**config.mk**
```make
export PLATFORM = sky130hd
export DESIGN_NAME = keycode_event_gen
export DESIGN_NICKNAME = d
export VERILOG_FILES = /design/src/rtl/keycode_event_gen.sv
export SDC_FILE = /design/constraint.sdc
export NUM_CORES = 1
export LEC_CHECK = 0
export BUFFER_PORTS_ARGS = -buffer_cell sky130_fd_sc_hd__buf_2
export CELL_PAD_IN_SITES_DETAIL_PLACEMENT = 0
export CELL_PAD_IN_SITES_GLOBAL_PLACEMENT = 2
export CORE_ASPECT_RATIO = 1.4
export CORE_MARGIN = 1
export CORE_UTILIZATION = 40
export CTS_CLUSTER_DIAMETER = 150
export DETAILED_ROUTE_END_ITERATION = 12
export PLACE_DENSITY = 0.81
export SETUP_SLACK_MARGIN = 0.02
export SYNTH_ARGS = -nofsm -noshare
export SYNTH_HDL_FRONTEND = slang
export SYNTH_SLANG_ARGS = --single-unit
```
**constraint.sdc**
```tcl
create_clock -name Clk -period 5.2 [get_ports Clk]
set_input_delay 0.26 -clock Clk [delete_from_list [all_inputs] [get_ports Clk]]
set_output_delay 0.26 -clock Clk [all_outputs]
set_load 0.1 [all_outputs]
```
**src/rtl/keycode_event_gen.sv**
```systemverilog
// keycode_event_gen: debounces the raw keycode and emits one valid/ready event per press,
// with optional typematic auto-repeat, a debounced held level and a sticky overrun flag.
module keycode_event_gen #(
  parameter logic [15:0] DEBOUNCE_CYC = 16'd1000,
  parameter logic [24:0] REPEAT_DELAY = 25'd25_000_000,
  parameter logic [24:0] REPEAT_RATE  = 25'd5_000_000,
  parameter logic        REPEAT_EN    = 1'b1
) (
  input  logic       Clk,
  input  logic       Reset,
  input  logic [7:0] raw_keycode,
  input  logic       key_ready,
  output logic       key_valid,
  output logic [7:0] key_code,
  output logic       key_repeat,
  output logic [7:0] held_key,
  output logic       overrun
);
  localparam logic [1:0] IDLE  = 2'd0;
  localparam logic [1:0] DELAY = 2'd1;
  localparam logic [1:0] RPT   = 2'd2;
  logic [7:0]  r_cand;
  logic [15:0] r_cnt;
  logic [7:0]  r_last;
  logic [24:0] r_timer;
  logic [1:0]  r_state;
  logic        w_emit;
  logic        w_rep;
  logic [24:0] w_limit;
  assign w_limit = (r_state == RPT) ? REPEAT_RATE - 25'd1 : REPEAT_DELAY - 25'd1;
  // IDLE always emits a fresh press; elsewhere a new code or an expired timer does
  always_comb begin
    w_emit = 1'b0;
    w_rep  = 1'b0;
    if (held_key != 8'h00) begin
      if (r_state == IDLE || held_key != r_last) w_emit = 1'b1;
      else if (REPEAT_EN && r_timer == w_limit) begin
        w_emit = 1'b1;
        w_rep  = 1'b1;
      end
    end
  end
  always_ff @(posedge Clk) begin
    if (Reset) begin
      r_cand     <= 8'h00;
      r_cnt      <= 16'd0;
      r_last     <= 8'h00;
      r_timer    <= 25'd0;
      r_state    <= IDLE;
      held_key   <= 8'h00;
      key_valid  <= 1'b0;
      key_code   <= 8'h00;
      key_repeat <= 1'b0;
      overrun    <= 1'b0;
    end else begin
      if (raw_keycode != r_cand) begin
        r_cand <= raw_keycode;
        r_cnt  <= 16'd0;
      end else if (r_cnt == DEBOUNCE_CYC - 16'd1) held_key <= r_cand;
      else r_cnt <= r_cnt + 16'd1;
      if (held_key == 8'h00) begin
        r_state <= IDLE;
        r_timer <= 25'd0;
      end else if (w_emit) begin
        r_state <= w_rep ? RPT : DELAY;
        r_timer <= 25'd0;
        r_last  <= held_key;
      end else if (REPEAT_EN) r_timer <= r_timer + 25'd1;
      if (w_emit && (!key_valid || key_ready)) begin
        key_valid  <= 1'b1;
        key_code   <= held_key;
        key_repeat <= w_rep;
      end else if (w_emit) overrun <= 1'b1;
      else if (key_ready) key_valid <= 1'b0;
    end
  end
endmodule

```
; ---- Word level (Yosys, flattened, before mapping)
; Index checks and enable logic that the tools add are counted.
[totals]
reg_bits = 78
memories = 0
in_bits = 11
mem_bits_ro = 0
latchBits = 0
ram_bits = 0
[classes]
bitwise_logic = 3
order_cmp = 0
eq_ne = 6
div = 0
addsub = 2
mul = 0
n_reduce_logical = 15
shift = 0
n_mux = 10
[ops]
columns = operator, count
row1 = $add A25 B1 Y25 const B, 1
row2 = $eq A25 B25 Y1, 1
row3 = $mux W25, 1
row4 = $add A16 B1 Y16 const B, 1
row5 = $eq A16 B10 Y1 const B, 1
row6 = $ne A8 B8 Y1, 2
row7 = $logic_not A8 Y1, 1
row8 = $mux W1, 8
row9 = $reduce_and A2 Y1, 4
row10 = $reduce_bool A8 Y1, 1
row11 = $reduce_or A2 Y1, 2
row12 = $not A1 Y1, 3
row13 = $reduce_or A3 Y1, 1
row14 = $eq A2 B2 Y1 const B, 1
row15 = $logic_not A2 Y1, 1
row16 = $logic_or A1 B1 Y1, 2
row17 = $mux W2, 1
row18 = $ne A2 B1 Y1 const B, 1
row19 = $reduce_bool A2 Y1, 1
row20 = $logic_and A1 B1 Y1, 1
row21 = $logic_not A1 Y1, 1

; ---- Longest topological paths before layout
[logic_depth]
ltp_word = 9
depth_mapped = 7

; ---- Least setup slack after synthesis
; No wires, ideal clock.
[synth_path]
kind = reg2reg
from = reg held_key[2]
to = reg r_timer[6]
setup_slack_ns = 2.543
setup_time_ns = 0.064
path_stages_with_launch = 8
arrival_ns = 2.593
path_cell_list = dfxtp_1 -> xor2_1 -> nor4_1 -> o2111ai_1 -> or4_1 -> buf_4 -> buf_6 -> nor2_1
[synth_via]
elab_chain_len = 5
[synth_lines]
columns = element, line_no
row1 = start: declaration, 16  ; output logic [7:0] held_key,
row2 = start signal: assignment, 59  ; end else if (r_cnt == DEBOUNCE_CYC - 16'd1) held_key <= r_cand;
row3 = $ne A8 B8 Y1, 36  ; if (r_state == IDLE || held_key != r_last) w_emit = 1'b1;
row4 = $logic_or A1 B1 Y1, 36
row5 = $mux W1, 36
row6 = $mux W1, 35  ; if (held_key != 8'h00) begin
row7 = $reduce_or A3 Y1 (no line) *, --
row8 = end signal: assignment, 68  ; end else if (REPEAT_EN) r_timer <= r_timer + 25'd1;
row9 = end: declaration, 25  ; logic [24:0] r_timer;
; Mark *: on every way between the ends. The rest lies on a longest branch, timed or not.
; A chain may end at the register's enable or synchronous reset.

; ---- Worst setup path after layout
[layout_path]
from = reg r_timer[17]
to = reg r_timer[5]
[layout_via]
elab_chain_len = 5
[layout_lines]
columns = element, line_no
row1 = $eq A25 B25 Y1, 37  ; else if (REPEAT_EN && r_timer == w_limit) begin
row2 = $mux W1, 37
row3 = $mux W1, 36
row4 = $mux W1, 35
row5 = $reduce_or A3 Y1 (no line), --
; Every way passes these cells.

==> out/qor.csv <==
stage;metric;value;unit
status;status;finished, final reports clean;
synth;yosysSeqAreaShare;0.453;
pwr;pwr-share-seq;0.454;
detailed_routing;ant_nets;0;
synth;synthCells;362;
synth;synth_fa_ha_area_frac;0.00725;
clock_tree;insertion_delay;0.33;ns
timing;max_freq;358;MHz
pwr;p_sw_frac;0.189;
synth;synth_edf_count;0;
pwr;pwr-share-clk;0.532;
global_routing;grt_pass1_wl;11100;µm
detailed_routing;wl;6480;µm
floorplanning;die_area;0.00901;mm²
setup_path;rr_startpoint;r_timer[17];
timing;period_share;0.538;
detailed_routing;viasPerCell;4.94;
synth;synth_top_family_by_area;simple AND/OR/NAND/NOR gates;
clock_tree;cts.sinks;78;
cells_and_area;multi_input_area;0.00177;mm²
global_routing;grt.total_usage;0.162;
worst_hold_path;worstHoldPathType;in2reg;
global_routing;grt_pass1_vias;2413;
synth;avgSynthCellArea;9.53;µm²
synth;synth-simple-area-share;0.269;
pwr;p_int;1.08;mW
floorplanning;num_io_pins;30;
place;io_buffers;29;
global_routing;grt_max_degree;49;
setup_path;r2r_end;r_timer[5];
global_routing;grt.overflow.total;0;
detailed_routing;drt-pass1-iter-count;4;
cells_and_area;drive_gt1_frac;0.124;
synth;synth_nets;375;
pwr;peakVddDrop;0.000174;V
timing;slew_viol_final;0;
clock_tree;clk_pin_slew;0.06;ns
synth;async_flop_share;0;
setup_path;critPathRequiredTime;5.38;ns
floorplanning;initial_utilization;0.418;
pwr;p_sw;0.251;mW
place;place_congestion;0.747;
clock_tree;numCtsBuffers;9;
setup_path;critPathMaxFanout;25;
synth;synth_seq_cells;78;
timing;finalSetupTns;0;ns
timing;post-route-min-period;2.80;ns
cells_and_area;final_cell_mix;78 x dfxtp_1, 57 x nor2_1, 29 x buf_2, 27 x xnor2_1, 26 x xor2_1;
floorplanning;die_width;80.5;µm
timing;worstMarginPinSlew;0.856;ns
clock_tree;htreeDepth;3;
clock_tree;ctsResizeCount;0;
timing;finalClockSkew;0.00596;ns
pwr;power_frac_comb;0.015;
clock_tree;cts_buffer_depth;2;
setup_path;ff2ff_path_depth;5;
detailed_routing;drc;0;
timing;finalHoldViolations;0;
timing;rsz0062_at_grt;no;
synth;post_synth_num_cell_types;37;
cells_and_area;syn2layout_area_growth;15.1;%
timing;slew_headroom;0.430;
setup_path;cp-end-kind;register;
flow_run;timing.max_cap.violations;0;
cells_and_area;regArea;0.00156;mm²
detailed_routing;dr.first_iter.drc_count;73;
floorplanning;die_y;112;µm
cells_and_area;fin_nets;402;
place;dp_hpwl;4470;µm
synth;synth-xor-area-share;0.135;
timing;setup_viol;0;
cells_and_area;antenna_cells;0;
cells_and_area;fin_util;0.482;
detailed_routing;detail_route.wl_per_cell;13.1;µm
setup_path;worstSetupPathType;reg2reg;
worst_hold_path;min_to;r_cand[2];
pwr;p_per_area;335;mW/mm²
synth;yosys_warnings;0;
synth;synthMuxAreaShare;0.0667;
synth;syn_area;0.00345;mm²
cells_and_area;fillers;810;
pwr;power.leakage;1.47;nW
clock_tree;cts_tree;built;
setup_path;worstPathArrival;2.98;ns
detailed_routing;route.vias.total;2451;
setup_path;worst_setup_path_start_kind;register;
clock_tree;hold_buffers;0;
worst_hold_path;holdPathStages;2;
synth;synth_compound_area_frac;0.0363;
floorplanning;core.rowCount;39;
clock_tree;postCtsSetupBuffers;0;
worst_hold_path;hp-start;raw_keycode[2];
synth;synthFlopType;dfxtp_1;
floorplanning;core-area;0.00825;mm²
setup_path;reg2reg_slack;2.40;ns
global_routing;antenna_found_initial;0;
clock_tree;clockRootBuffer;clkbuf_16;
cells_and_area;mostFrequentLayoutCell;dfxtp_1;
-- power by group through the flow --
| stage | Clock [mW] | Combinational (mW) | Sequential [mW] |
|---|---|---|---|
| floorplan | 0 | 0.0131 | 0.616 |
| global placement | 0 | 0.0198 | 0.616 |
| detailed placement | 0 | 0.0200 | 0.616 |
| CTS | 0.725 | 0.0200 | 0.603 |
| global route | 0.755 | 0.0214 | 0.603 |
| finish | 0.707 | 0.0194 | 0.603 |
-- worst max-delay path by stage --
stage	from	depth (start not counted)	slack, ns	to
floorplan	held_key[2]	7	2.54	r_timer[6]
global placement	r_timer[7]	5	2.48	r_timer[9]
detailed placement	r_timer[17]	5	2.37	r_timer[4]
CTS	r_timer[17]	5	2.36	r_timer[4]
global route	r_timer[7]	5	2.24	r_timer[13]
finish	r_timer[17]	5	2.40	r_timer[5]
-- area by class of cell --
cell class | instances | share of cell area
Clock buffer | 12 | 0.0595
Clock inverter | 4 | 0.0239
Inverter | 9 | 0.00850
Multi-Input combinational cell | 262 | 0.446
Sequential cell | 78 | 0.393
Tap cell | 102 | 0.0321
Timing Repair Buffer | 29 | 0.0365
-- per-layer routing --
| layer | part of all wire | wire (µm) | track usage | up-vias |
|---|---|---|---|---|
| li1 | - | - | - | 1276 |
| met1 | 0.46 | 2990 | 0.189 | 1135 |
| met2 | 0.50 | 3210 | 0.267 | 32 |
| met3 | 0.026 | 168 | 0.0418 | 8 |
| met4 | 0.018 | 117 | 0.0857 | 0 |
| met5 | 0 | 0 | 0 | - |
-- worst max-delay path, cell delays in order, from the launching register on --
cell and delay (ns):
dfxtp_1 0.34, or4b_1 0.51, or4_4 0.51, a2111oi_4 0.41, or4_1 0.76, nor2_1 0.12
-- synth_stat cells, types with 2 or more instances --
library cell,n,share of area
nand2b_1,16,0.029
nand2_1,12,0.013
nor2b_1,13,0.024
o21a_1,2,0.0043
xnor2_1,27,0.069
nor4_1,12,0.022
nand3_1,16,0.023
a21oi_1,3,0.0043
buf_6,3,0.0098
xor2_1,26,0.066
or3_1,3,0.0054
nor3_1,12,0.017
dfxtp_1,78,0.45
or4_4,2,0.0065
mux2i_1,23,0.067
buf_4,3,0.0065
clkbuf_1,6,0.0065
and3_1,3,0.0054
or4_1,7,0.015
or2b_1,8,0.017
o2bb2ai_1,2,0.0051
ha_1,2,0.0073
nand4_1,5,0.0091
inv_1,9,0.0098
nor2_1,57,0.062
-- logic make-up (layout without fill, tap and decap cells) --
kind of cell,count (synthesis),after routing
compound gates,12,12
xor+xnor,53,53
fa+ha+maj,2,2
buf+inv,22,54
flops,78,78
mux,23,23
simple gates,172,172
-- sequential cells by signal (all words and copies together), names as in the netlist --
| signal | cells |
|---|---|
| held_key | 8 |
| key_code | 8 |
| key_repeat | 1 |
| key_valid | 1 |
| overrun | 1 |
| r_cand | 8 |
| r_cnt | 16 |
| r_last | 8 |
| r_state | 2 |
| r_timer | 25 |
-- metrics by stage --
step                hold WS [ns]  setup slack, ns  instances  cell area [µm²]  power [mW]
floorplan                  0.388             2.54        362             3450       0.629
global placement           0.450             2.48        480             3640       0.636
detailed placement         0.462             2.37        480             3640       0.636
CTS                        0.154             2.36        496             3970        1.35
global route               0.161             2.24        496             3970        1.38
finish                     0.161             2.40        496             3970        1.33
Note: power is estimated with default switching activity, not from simulation.
